## src/rtl/ram_explorer_pkg.sv

```systemverilog
// Shared definitions for the RAM explorer: mode codes, FSM states and a
// small helper that decides which operations mark the display as "written".
package ram_explorer_pkg;

   localparam logic [1:0] MODE_READ  = 2'b00;
   localparam logic [1:0] MODE_WRITE = 2'b01;
   localparam logic [1:0] MODE_FILL  = 2'b10;
   localparam logic [1:0] MODE_SCAN  = 2'b11;

   typedef enum logic [2:0] {
      ST_IDLE,
      ST_RD,
      ST_RD_Q,
      ST_WR,
      ST_FILL,
      ST_SCAN_RD,
      ST_SCAN_HOLD
   } state_e;

   // WRITE and FILL leave the display in "written" (E) state.
   function automatic logic is_write_mode(input logic [1:0] m);
      return (m == MODE_WRITE) || (m == MODE_FILL);
   endfunction

endpackage

```

## src/rtl/ram_explorer_sync_ram.sv

```systemverilog
// Single-port synchronous RAM with one-cycle registered read.
// A read during a write returns the previous contents of that word.
module sync_ram #(
   parameter int ADDR_W = 5,
   parameter int DATA_W = 8
) (
   input  logic              clock,
   input  logic              we,
   input  logic [ADDR_W-1:0] addr,
   input  logic [DATA_W-1:0] wdata,
   output logic [DATA_W-1:0] rdata
);

   logic [DATA_W-1:0] mem [2**ADDR_W];
   logic [DATA_W-1:0] rdata_q;

   // Write port and registered read port share one address.
   // NOTE: the array has no reset; resetting a memory costs a port per word
   // and prevents mapping onto block RAM, so contents survive resetn.
   always_ff @(posedge clock) begin
      if (we) begin
         mem[addr] <= wdata;
      end
      rdata_q <= mem[addr];
   end

   assign rdata = rdata_q;

endmodule

```

## src/rtl/ram_explorer.sv

```systemverilog
// RAM explorer: a push-button driven controller around a small synchronous
// RAM. One "go" press performs a read, a write (with read-back), a fill of
// the whole RAM with an incrementing pattern, or starts an auto-scan.
module ram_explorer
   import ram_explorer_pkg::*;
#(
   parameter int ADDR_W = 5,
   parameter int DATA_W = 8,
   parameter int DWELL  = 50000000
) (
   input  logic              clock,
   input  logic              resetn,
   input  logic              go,
   input  logic [1:0]        mode,
   input  logic [ADDR_W-1:0] addr_in,
   input  logic [DATA_W-1:0] data_in,
   output logic [ADDR_W-1:0] cur_addr,
   output logic [DATA_W-1:0] q,
   output logic              wr_flag,
   output logic              busy,
   output logic              done
);

   localparam int CNT_W = $clog2(DWELL + 1);
   localparam logic [CNT_W-1:0]  DWELL_LAST = CNT_W'(DWELL - 1);
   localparam logic [ADDR_W-1:0] IDX_LAST   = '1;

   // Button synchroniser and edge-detect history.
   logic s1_q, s2_q, s3_q;
   logic start;

   state_e            state_q,    state_d;
   logic [ADDR_W-1:0] cur_addr_q, cur_addr_d;
   logic [DATA_W-1:0] dout_q,     dout_d;
   logic              wr_flag_q,  wr_flag_d;
   logic              busy_q,     busy_d;
   logic              done_q,     done_d;
   logic [CNT_W-1:0]  cnt_q,      cnt_d;
   logic [ADDR_W-1:0] idx_q,      idx_d;
   logic [ADDR_W-1:0] base_q,     base_d;
   logic [DATA_W-1:0] seed_q,     seed_d;

   logic              ram_we;
   logic [ADDR_W-1:0] ram_addr;
   logic [DATA_W-1:0] ram_wdata;
   logic [DATA_W-1:0] ram_rdata;

   logic [ADDR_W-1:0] fill_addr;
   logic [DATA_W-1:0] fill_data;
   logic              scan_stop;

   assign start     = s2_q & ~s3_q;
   assign fill_addr = base_q + idx_q;
   assign fill_data = seed_q + DATA_W'(idx_q);
   assign scan_stop = start || (mode != MODE_SCAN);

   sync_ram #(
      .ADDR_W (ADDR_W),
      .DATA_W (DATA_W)
   ) u_ram (
      .clock (clock),
      .we    (ram_we),
      .addr  (ram_addr),
      .wdata (ram_wdata),
      .rdata (ram_rdata)
   );

   // Next-state, RAM port and output-register logic for the control FSM.
   always_comb begin
      // NOTE: every signal gets a default here so that no path through the
      // case statement leaves one unassigned and infers a latch.
      state_d    = state_q;
      cur_addr_d = cur_addr_q;
      dout_d     = dout_q;
      wr_flag_d  = wr_flag_q;
      done_d     = 1'b0;
      cnt_d      = cnt_q;
      idx_d      = idx_q;
      base_d     = base_q;
      seed_d     = seed_q;
      ram_we     = 1'b0;
      ram_addr   = cur_addr_q;
      ram_wdata  = seed_q;

      unique case (state_q)
         ST_IDLE: begin
            if (start) begin
               // Switches are captured here; later changes do not disturb
               // a running WRITE or FILL.
               cur_addr_d = addr_in;
               wr_flag_d  = is_write_mode(mode);
               base_d     = addr_in;
               seed_d     = data_in;
               idx_d      = '0;
               cnt_d      = '0;
               unique case (mode)
                  MODE_READ:  state_d = ST_RD;
                  MODE_WRITE: state_d = ST_WR;
                  MODE_FILL:  state_d = ST_FILL;
                  default:    state_d = ST_SCAN_RD;
               endcase
            end
         end

         ST_RD: begin
            state_d = ST_RD_Q;
         end

         ST_RD_Q: begin
            dout_d  = ram_rdata;
            done_d  = 1'b1;
            state_d = ST_IDLE;
         end

         ST_WR: begin
            // Write, then reuse the read path so q shows the stored word.
            ram_we  = 1'b1;
            state_d = ST_RD;
         end

         ST_FILL: begin
            ram_we     = 1'b1;
            ram_addr   = fill_addr;
            ram_wdata  = fill_data;
            cur_addr_d = fill_addr;
            dout_d     = fill_data;
            if (idx_q == IDX_LAST) begin
               done_d  = 1'b1;
               state_d = ST_IDLE;
            end else begin
               idx_d = idx_q + 1'b1;
            end
         end

         ST_SCAN_RD: begin
            // cnt_q doubles as the read phase: 0 = address issued,
            // 1 = registered RAM output valid.
            if (scan_stop) begin
               done_d  = 1'b1;
               state_d = ST_IDLE;
            end else if (cnt_q == '0) begin
               cnt_d = CNT_W'(1);
            end else begin
               dout_d  = ram_rdata;
               cnt_d   = '0;
               state_d = ST_SCAN_HOLD;
            end
         end

         ST_SCAN_HOLD: begin
            // Stop wins over an address advance in the same cycle.
            if (scan_stop) begin
               done_d  = 1'b1;
               state_d = ST_IDLE;
            end else if (cnt_q == DWELL_LAST) begin
               cur_addr_d = cur_addr_q + 1'b1;
               cnt_d      = '0;
               state_d    = ST_SCAN_RD;
            end else begin
               cnt_d = cnt_q + 1'b1;
            end
         end

         default: begin
            state_d = ST_IDLE;
         end
      endcase

      busy_d = (state_d != ST_IDLE);
   end

   // State, output and synchroniser registers; reset aborts any operation.
   always_ff @(posedge clock or negedge resetn) begin
      // NOTE: non-blocking assignments make every flop sample the values from
      // before the edge, so the s1->s2->s3 chain shifts one stage per clock.
      if (!resetn) begin
         s1_q       <= 1'b0;
         s2_q       <= 1'b0;
         s3_q       <= 1'b0;
         state_q    <= ST_IDLE;
         cur_addr_q <= '0;
         dout_q     <= '0;
         wr_flag_q  <= 1'b0;
         busy_q     <= 1'b0;
         done_q     <= 1'b0;
         cnt_q      <= '0;
         idx_q      <= '0;
         base_q     <= '0;
         seed_q     <= '0;
      end else begin
         s1_q       <= go;
         s2_q       <= s1_q;
         s3_q       <= s2_q;
         state_q    <= state_d;
         cur_addr_q <= cur_addr_d;
         dout_q     <= dout_d;
         wr_flag_q  <= wr_flag_d;
         busy_q     <= busy_d;
         done_q     <= done_d;
         cnt_q      <= cnt_d;
         idx_q      <= idx_d;
         base_q     <= base_d;
         seed_q     <= seed_d;
      end
   end

   assign cur_addr = cur_addr_q;
   assign q        = dout_q;
   assign wr_flag  = wr_flag_q;
   assign busy     = busy_q;
   assign done     = done_q;

endmodule

```

## config.mk

```make
export PLATFORM = sky130hd
export DESIGN_NAME = ram_explorer
export DESIGN_NICKNAME = d
export VERILOG_FILES = /design/src/rtl/ram_explorer_pkg.sv /design/src/rtl/ram_explorer_sync_ram.sv /design/src/rtl/ram_explorer.sv
export SDC_FILE = /design/constraint.sdc
export NUM_CORES = 1
export LEC_CHECK = 0
export BUFFER_PORTS_ARGS = -buffer_cell sky130_fd_sc_hd__buf_2
export CAP_MARGIN = 5
export CORE_ASPECT_RATIO = 2
export CORE_MARGIN = 2
export CORE_UTILIZATION = 37
export DETAILED_ROUTE_END_ITERATION = 6
export PLACE_DENSITY_LB_ADDON = 0.12
export SLEW_MARGIN = 10
export SYNTH_ARGS = -nofsm -noshare
export SYNTH_HDL_FRONTEND = slang
export SYNTH_HIERARCHICAL = 1
export SYNTH_SLANG_ARGS = --single-unit
```

## constraint.sdc

```tcl
create_clock -name clock -period 8.07 [get_ports clock]
set_input_delay 0 -clock clock [delete_from_list [all_inputs] [get_ports clock]]
set_output_delay 0 -clock clock [all_outputs]
set_load 0.01 [all_outputs]
```

==> results of run 1 <==
==> sequential cells by signal, summed over array words and instances, names as in the netlist, 3 cells and up <==
register     cells
q                8
cur_addr         5
state_q          3
seed_q           8
cnt_q           26
u_ram/rdata      8
idx_q            5
base_q           5
u_ram/mem      256
==> metrics by stage <==
| step | util | power (mW) | std cells |
|---|---|---|---|
| finish | 0.4220 | 6.638 | 1632 |
| global route | 0.4220 | 6.946 | 1632 |
| CTS | 0.4220 | 6.711 | 1632 |
| detailed placement | 0.3912 | 5.219 | 1558 |
| global placement | 0.3910 | 5.227 | 1558 |
| floorplan | - | 4.230 | 1054 |
==> routing by layer <==
metal | GRT usage | vias to the layer above
met1 | 0.2054 | 4466
met4 | 0.08578 | 0
met3 | 0.01775 | 67
met2 | 0.4011 | 192
met5 | 0 | -
li1 | - | 4098
==> cells in the final DEF, fill, tap and decap left out, types with 6 or more instances in the layout <==
cell type and instances:
edfxtp_1 256, mux2i_1 132, nand2_1 99, dfrtp_1 66
o22ai_1 65, nor2_1 52, buf_2 33, clkbuf_16 31
nand3_1 28, nor4_1 24, o21ai_0 23, a21oi_1 19
ha_1 19, dlygate4sd3_1 18, buf_4 16, xnor2_1 15
inv_1 14, or3_1 13, clkbuf_1 11, a31oi_1 9
mux2_2 9, dfxtp_1 8, and3_1 7, a21o_1 6
xor2_1 6, nand4_1 6, o31ai_1 6
==> layout make-up <==
class / count / share of cell area
sequential: 330 / 0.5841
clock buffer: 47 / 0.05447
inverter: 14 / 0.003231
multi-input combinational: 645 / 0.2821
tap: 520 / 0.04001
timing repair buffer: 67 / 0.02862
clock inverter: 9 / 0.007463
==> where the power goes <==
group	internal [mW]	total, mW	switching [mW]
clock network	0.846	1.47	0.623
logic	0.877	2.66	1.78
registers	2.36	2.51	0.152
==> path summary, 6_finish.rpt <==
| path | cells after the start | from | to |
|---|---|---|---|
| worst min register to register | 0 | s1_q | s2_q |
| worst max-delay path | 6 | state_q[0] | u_ram/mem[27][6] |
| max in group asynchronous | 3 | resetn | cnt_q[5] |
| worst max register to register | 6 | state_q[0] | u_ram/mem[27][6] |
| worst min-delay path | 2 | go | s1_q |
| min in group asynchronous | 3 | resetn | cur_addr[4] |
==> logic make-up after synthesis <==
| group | after synthesis |
|---|---|
| DFF | 330 |
| and+or+nand+nor | 295 |
| AOI/OAI and AO/OA | 165 |
| muxes | 141 |
| buffers and inverters | 79 |
| xor gates and xnor gates | 23 |
| adders and majority gates | 21 |
==> timing repair <==
| action | CTS | global route |
|---|---|---|
| endpoints found under the hold margin | 88 | 0 |
| hold buffers | 18 | 0 |
| setup buffers | 0 | 0 |
==> results.py, run 1 <==
metrics = {
    "status": {
        "status": "complete, no violations",
    },
    "placed_design": {
        "placed_area_sq_um": 15080,
        "io_buffer_count": 33,
        "gp_congestion": 0.8391,
        "dp_slack_ns": 3.944,
        "hpwl_microns": 28160,
    },
    "setup_path": {
        "end_kind": "register",
        "worstSetupPathType": "register to register",
        "critPathMaxStageDelay_ns": 1.16,
        "crit_chain": "or3b_1 > buf_4 > nand2_1 > nand2_4 > nand3_1 > nor3_1",
        "cpMaxStageDelayCell": "nor3_1",
        "crit_family": "simple AND/OR/NAND/NOR gates",
        "critPathArrivalTime_ns": 4.31,
        "critPathRequiredTime_ns": 8.25,
        "critPathBufInv": 1,
        "worst-path-max-fanout": 40,
        "cp-start-kind": "register",
        "reg2reg_slack_ns": 3.94,
    },
    "die": {
        "rows": 102,
        "die_h_microns": 282.9,
        "start_util": 0.3734,
        "coreArea_sq_um": 38540,
        "num_io_pins": 34,
        "dieWidth_microns": 143.5,
        "die_area_sq_um": 40580,
    },
    "layout": {
        "multiInputGateArea_sq_um": 4588,
        "diodes": 0,
        "design_area_sq_um": 16260,
        "drive_above_1_share": 0.1088,
        "final_net_count": 1127,
        "nFillCells": 3606,
        "regArea_sq_um": 9499,
        "area.growth.synth_to_final_pct": 13.01,
    },
    "sta": {
        "slew_violations": 0,
        "skew_ns": 0.01786,
        "hold_viol_final": 0,
        "worstMarginPinSlew_ns": 1.271,
        "period_share": 0.5113,
        "maxSlewHeadroom": 0.1459,
        "max_freq_mhz": 242.4,
        "setup_viol": 0,
        "tns_ns": 0,
        "fin_crit_ns": 4.126,
        "holdWs_ns": 0.09732,
        "rsz0062_at_grt": "no",
        "layout_setup_ws_ns": 3.944,
    },
    "global_routing": {
        "antenna_found_initial": 0,
        "grt_pass1_vias": 9216,
        "grt_max_degree": 67,
        "grt_pass1_wl_microns": 59810,
        "grt_usage": 0.2012,
        "overflow": 0,
    },
    "drt": {
        "met3_length_microns": 1082,
        "avgRoutedWirePerCell_microns": 24.95,
        "drtIter0Drc": 588,
        "wl_met1_microns": 13950,
        "drtPass1Iterations": 5,
        "wl_microns": 40720,
        "ant_nets": 0,
        "drc_errors": 0,
        "num_vias": 8823,
        "top_layer": "met4",
        "via_per_inst": 5.406,
        "routed-wl-met2_microns": 23820,
    },
    "logic_synthesis": {
        "netlist_area_sq_um": 14390,
        "yosys.area_share.simple": 0.1075,
        "syn_avg_cell_area_sq_um": 13.65,
        "synth-compound-area-share": 0.07486,
        "synth_warnings": 6,
        "synth.area.top_cells": "edfxtp_1 (53%), dfrtp_1 (11%), mux2i_1 (9.2%), o22ai_1 (2.8%), nand2_1 (2.7%)",
        "synth_xor_area_frac": 0.01400,
        "async_flop_share": 0.2000,
        "synth_cell_type_count": 68,
        "synth_cells": 1054,
        "synth_ff_type": "edfxtp_1",
        "synthMuxAreaShare": 0.09885,
        "yosysTopAreaCellShare": 0.5342,
        "synth_top_family_by_area": "simple AND/OR/NAND/NOR gates",
        "syn-num-nets": 1093,
        "synth_edf_count": 256,
        "ys_seq_elements": 330,
        "post-synth-top-count-cell": "edfxtp_1",
        "yosys.area.top_type": "edfxtp_1",
        "yosysSeqAreaShare": 0.6601,
        "synthAdderAreaFrac": 0.01930,
        "synth_common_cells": "edfxtp_1 (256), mux2i_1 (132), nand2_1 (102)",
    },
    "clocking": {
        "clk_latency_ns": 0.58,
        "clk_path_buf_depth": 3,
        "numCtsBuffers": 30,
        "post_cts_resized": 0,
        "cts_tree": "built",
        "clock-sinks": 330,
        "root_buffer": "clkbuf_16",
        "clk_pin_slew_ns": 0.06,
        "htreeDepth": 1,
    },
    "pwr": {
        "ir_drop_mv": 0.2131,
        "power_density_nw_per_um2": 408.2,
        "leakage_nw": 5.936,
    },
    "min_path": {
        "hold_class": "primary input to register",
    },
    "run": {
        "drv_cap": 0,
    },
}
Power figures use the tool's default switching activity.
==> run 2: changes to the inputs <==
clock period = 4 ns   (was 8.07 ns; I/O delays follow)
==> run 2 against run 1 <==
Via count about the same. Combinational power increased by 120%. Design area increased by 2.4%. Worst hold slack got worse by 0.092 ns. Global-route usage decreased by 0.13 points. Maximum frequency increased by 18%.
==> results.py, run 2 (synthesis gave the netlist of run 1 again) <==
metrics = {
    "setup_path": {
        "worst-path-max-fanout": 19,
        "end_kind": "register",
        "reg2reg_to": "u_ram/mem[16][4]",
        "r2r_cells": 10,
        "crit-reg2reg-launch": "idx_q[0]",
        "reg2reg_slack_ns": 0.50,
        "worstSetupPathType": "register to register",
        "critPathArrivalTime_ns": 3.70,
        "critPathRequiredTime_ns": 4.21,
        "cp-start-kind": "register",
    },
    "drt": {
        "ant_nets": 0,
        "wl_microns": 39990,
        "drtPass1Iterations": 5,
        "drtIter0Drc": 486,
        "avgRoutedWirePerCell_microns": 23.75,
        "num_vias": 8815,
        "via_per_inst": 5.235,
        "drc_errors": 0,
    },
    "pwr": {
        "power_density_nw_per_um2": 820.3,
        "ir_drop_mv": 0.4241,
        "leakage_nw": 6.199,
    },
    "clocking": {
        "clock-sinks": 330,
        "post_cts_resized": 0,
        "clk_pin_slew_ns": 0.07,
        "clk_path_buf_depth": 3,
        "numCtsBuffers": 31,
        "cts_tree": "built",
        "root_buffer": "clkbuf_16",
        "htreeDepth": 1,
        "clk_latency_ns": 0.58,
    },
    "global_routing": {
        "antenna_found_initial": 0,
        "use_met2": 0.4026,
        "overflow": 0,
        "grt_max_degree": 38,
        "grt_pass1_wl_microns": 59370,
        "grt_usage": 0.1999,
        "busiest_layer": "met2",
        "globalRouteMet3Util": 0.02079,
        "grt_pass1_vias": 9178,
        "use_met1": 0.1968,
    },
    "run": {
        "drv_cap": 0,
    },
    "die": {
        "dieWidth_microns": 143.5,
        "die_h_microns": 282.9,
        "die_area_sq_um": 40580,
        "num_io_pins": 34,
        "coreArea_sq_um": 38540,
        "rows": 102,
        "start_util": 0.3734,
    },
    "layout": {
        "drive_above_1_share": 0.1503,
        "regMostFlops": "u_ram/mem",
        "final_common_cell": "edfxtp_1",
        "area.growth.synth_to_final_pct": 15.77,
        "multiInputGateArea_sq_um": 4578,
        "design_area_sq_um": 16660,
        "reg_top3": "u_ram/mem x256, cnt_q x26",
        "diodes": 0,
        "nFillCells": 3576,
        "largest_register_ffs": 256,
        "regArea_sq_um": 9499,
        "final_net_count": 1179,
        "mostFrequentLayoutCells": "edfxtp_1 (256), mux2i_1 (132), nand2_1 (101)",
    },
    "sta": {
        "setup_viol": 0,
        "worstMarginPinSlew_ns": 1.036,
        "skew_ns": 0.01734,
        "fin_crit_ns": 3.496,
        "maxSlewHeadroom": 0.3033,
        "hold_viol_final": 0,
        "rsz0062_at_grt": "no",
        "period_share": 0.8740,
        "slew_violations": 0,
        "holdWs_ns": 0.005208,
        "tns_ns": 0,
        "max_freq_mhz": 286.1,
    },
    "min_path": {
        "hold_class": "primary input to asynchronous set/reset pin",
    },
    "status": {
        "status": "complete, no violations",
    },
    "placed_design": {
        "io_buffer_count": 33,
        "hpwl_microns": 28920,
        "gp_congestion": 0.8579,
        "placed_area_sq_um": 15490,
    },
}
run 2: what timing repair did:
item	4_1_cts	5_1_grt
buffers inserted	0	0
hold buffers	18	0
endpoints found under the hold margin	51	0
run 2: stage by stage:
step	worst slack (ns)	cells	utilization	total power [mW]
floorplan	0.5067	1054	-	8.534
global placement	0.5645	1609	0.4018	10.90
detailed placement	0.4875	1609	0.4018	10.91
CTS	0.4788	1684	0.4323	13.87
global route	0.1995	1684	0.4323	14.35
finish	0.5042	1684	0.4323	13.67
run 2: worst max path at each step:
stage | from | endpoint | slack [ns]
2_1_floorplan | state_q[2] | u_ram/mem[27][0] | 0.51
3_5_place_dp | idx_q[0] | u_ram/mem[16][0] | 0.49
6_report | idx_q[0] | u_ram/mem[16][4] | 0.50
5_1_grt | idx_q[0] | u_ram/mem[16][0] | 0.20
3_3_place_gp | idx_q[0] | u_ram/mem[16][0] | 0.56
4_1_cts | idx_q[0] | u_ram/mem[16][4] | 0.48
run 2: area by class of cell:
class,count,area share
Timing Repair Buffer,118,0.05317
Inverter,14,0.003154
Sequential cell,330,0.5701
Clock inverter,24,0.01269
Tap cell,520,0.03905
Clock buffer,33,0.04701
Multi-Input combinational cell,645,0.2748
run 2: metal layers:
layer | up-vias | part of all wire
met1 | 4400 | 0.33
met3 | 74 | 0.023
met4 | 0 | 0.047
met5 | - | 0
li1 | 4200 | -
met2 | 141 | 0.59
run 2: power breakdown:
group | leakage, nW | switching, mW | internal [mW] | total, mW
Sequential | 3.25 | 0.289 | 4.74 | 5.03
Combinational | 2.47 | 3.71 | 2.01 | 5.73
Clock | 0.479 | 1.30 | 1.61 | 2.91
Total | 6.20 | 5.30 | 8.37 | 13.7
run 2: worst max-delay path, stage by stage (launching register included):
cell,delay (ns)
dfrtp_1,0.44
ha_1,0.25
fa_1,0.40
a21o_1,0.19
a21oi_1,0.18
xnor2_1,0.17
nand2_1,0.07
o21ai_1,0.11
buf_4,0.26
or3b_2,0.52
nor2_1,0.53
==> run 3: changes to the inputs <==
GPL_ROUTABILITY_DRIVEN = 0   (was default)
SYNTH_HIERARCHICAL = default   (was 1)
==> run 3 against run 2 <==
Die area fell by 2.8%. Combinational power grew 5.8%. Via count shrank 2.3%. Flip-flop and latch count unchanged. Critical endpoint is now u_ram.mem[22][5]. Count of clock-buffer cells in the layout is 5 higher.
==> results.py, run 3 <==
metrics = {
    "sta": {
        "tns_ns": 0,
        "fin_crit_ns": 3.380,
        "layout_setup_ws_ns": 0.6196,
        "slew_violations": 0,
        "skew_ns": 0.01626,
        "hold_viol_final": 0,
        "max_freq_mhz": 295.8,
        "worstMarginPinSlew_ns": 0.9953,
        "period_share": 0.8451,
        "setup_viol": 0,
        "maxSlewHeadroom": 0.3365,
        "rsz0062_at_grt": "no",
    },
    "logic_synthesis": {
        "syn_avg_cell_area_sq_um": 13.89,
        "synth_cells": 1007,
        "synth_common_cells": "edfxtp_1 (256), nor2_1 (116), mux2i_1 (70)",
        "netlist_area_sq_um": 13980,
        "syn-num-nets": 1046,
        "synth_ff_type": "edfxtp_1",
        "synth_edf_count": 256,
        "yosys.area.top_type": "edfxtp_1",
        "post-synth-top-count-cell": "edfxtp_1",
        "synth_warnings": 0,
        "ys_seq_elements": 330,
        "yosysSeqAreaShare": 0.6793,
        "synth_cell_type_count": 54,
        "yosysTopAreaCellShare": 0.5497,
        "async_flop_share": 0.2000,
        "synth.area.top_cells": "edfxtp_1 (55%), dfrtp_1 (12%), mux2i_1 (5.0%), nor2_1 (3.1%), a221oi_1 (2.3%)",
    },
    "pwr": {
        "ir_drop_mv": 0.5301,
        "leakage_nw": 5.894,
        "power_density_nw_per_um2": 862.6,
    },
    "global_routing": {
        "grt_max_degree": 49,
        "grt_pass1_vias": 8946,
        "antenna_found_initial": 0,
        "overflow": 0,
        "grt_pass1_wl_microns": 58370,
        "grt_usage": 0.2019,
    },
    "setup_path": {
        "critPathRequiredTime_ns": 4.19,
        "reg2reg_to": "u_ram.mem[22][5]",
        "crit-reg2reg-launch": "idx_q[0]",
        "worstSetupPathType": "register to register",
        "critPathArrivalTime_ns": 3.57,
        "cp-start-kind": "register",
        "worst-path-max-fanout": 16,
        "end_kind": "register",
        "reg2reg_slack_ns": 0.62,
        "r2r_cells": 9,
    },
    "die": {
        "start_util": 0.3750,
        "die_area_sq_um": 39460,
        "num_io_pins": 34,
        "dieWidth_microns": 141.5,
        "die_h_microns": 278.9,
        "rows": 100,
        "coreArea_sq_um": 37290,
    },
    "drt": {
        "via_per_inst": 5.468,
        "drtPass1Iterations": 5,
        "num_vias": 8612,
        "avgRoutedWirePerCell_microns": 25.19,
        "wl_microns": 39670,
        "ant_nets": 0,
        "drc_errors": 0,
        "drtIter0Drc": 459,
    },
    "clocking": {
        "cts_tree": "built",
        "clk_latency_ns": 0.58,
        "clk_path_buf_depth": 3,
        "clk_pin_slew_ns": 0.07,
        "numCtsBuffers": 30,
        "htreeDepth": 1,
        "clock-sinks": 330,
        "post_cts_resized": 0,
        "postCtsSetupRepairBufs": 0,
        "root_buffer": "clkbuf_16",
    },
    "min_path": {
        "hold_class": "primary input to asynchronous set/reset pin",
    },
    "placed_design": {
        "dp_slack_ns": 0.6843,
        "io_buffer_count": 33,
        "hpwl_microns": 27720,
    },
    "layout": {
        "mostFrequentLayoutCells": "edfxtp_1 (256), nor2_1 (116), mux2i_1 (69)",
        "multiInputGateArea_sq_um": 4190,
        "regMostFlops": "u_ram.mem",
        "area.growth.synth_to_final_pct": 15.46,
        "final_common_cell": "edfxtp_1",
        "regArea_sq_um": 9499,
        "drive_above_1_share": 0.1470,
        "largest_register_ffs": 256,
        "final_net_count": 1134,
        "nFillCells": 3422,
        "reg_top3": "u_ram.mem x256, cnt_q x26",
        "diodes": 0,
    },
    "run": {
        "drv_cap": 0,
    },
    "status": {
        "status": "complete, no violations",
    },
}
run 3: cell types whose count changed after synthesis, sizes merged, moves of 8 or more:
cell / before / now
nand2: 102 / 56
xor2: 8 / 24
a221oi: 0 / 36
o211ai: 1 / 9
nor2: 52 / 116
o21ai: 26 / 57
a221o: 0 / 28
o22ai: 66 / 16
nand4: 6 / 19
mux2i: 132 / 70
nor4: 25 / 8
run 3: how the worst max path moves through the flow:
stage                        start                to  depth (start not counted)
after CTS                 idx_q[0]  u_ram.mem[22][3]                          9
after global placement    idx_q[0]    u_ram.rdata[2]                         10
final                     idx_q[0]  u_ram.mem[22][5]                          9
after floorplan           idx_q[0]  u_ram.mem[16][0]                         11
after global routing      idx_q[0]  u_ram.mem[22][5]                          9
after detailed placement  idx_q[0]  u_ram.mem[22][3]                          9
run 3: stage by stage:
| step | hold WS [ns] | cells | total power [mW] | utilization | instance area (sq um) |
|---|---|---|---|---|---|
| 6_report | 0.01075 | 1575 | 13.93 | 0.4330 | 16150 |
| 5_1_grt | 0.06956 | 1575 | 14.60 | 0.4330 | 16150 |
| 4_1_cts | 0.02129 | 1575 | 14.08 | 0.4330 | 16150 |
| 3_5_place_dp | 0.08737 | 1504 | 11.12 | 0.4017 | 14980 |
| 3_3_place_gp | 0.08659 | 1504 | 11.12 | 0.4017 | 14980 |
| 2_1_floorplan | -0.2956 | 1007 | 8.591 | - | 13980 |
run 3: cells by family (layout without fill, tap and decap cells):
family,count (synthesis),count (layout),share of synthesized area
simple gates,256,256,0.08375
xor+xnor,40,40,0.02505
compound gates,201,201,0.1040
flops,330,330,0.6793
buf+inv,74,183,0.02586
fa+ha+maj,21,21,0.01986
mux,85,85,0.06219
run 3: area by class of cell:
| type | instances | area share |
|---|---|---|
| multi-input combinational | 603 | 0.2595 |
| tap | 459 | 0.03557 |
| clock buffer | 38 | 0.04967 |
| timing repair buffer | 112 | 0.05130 |
| inverter | 18 | 0.004185 |
| clock inverter | 15 | 0.01139 |
| sequential | 330 | 0.5883 |
run 3: what timing repair did:
| action | in CTS | in global routing |
|---|---|---|
| setup endpoints to repair | 0 | 0 |
| hold endpoints to repair | 49 | 0 |
| hold buffers | 18 | 0 |
run 3: metal layers:
metal  GRT usage  part of all wire  vias up  wire length [microns]
met5           0                 0        -                      0
met2      0.4037              0.58      198                  22820
met3     0.02024             0.032       84                   1259
met1      0.1987              0.34     4321                  13350
met4      0.1056             0.056        0                   2234
li1            -                 -     4009                      -
run 3: worst max-delay path, stage by stage (launching register included):
cell	delay, ns
dfrtp_1	0.42
ha_1	0.20
inv_1	0.05
fa_1	0.40
nor2b_1	0.14
o21a_1	0.16
o21ai_0	0.08
nor3b_1	0.19
or3_1	0.65
nor2_1	0.70
run 3: report_power, final:
part           leakage (nW)  switching [mW]  internal (mW)
Combinational          2.18            4.08           1.98
Sequential             3.23           0.286           4.64
Clock                 0.476            1.27           1.67
Total                  5.89            5.63           8.29
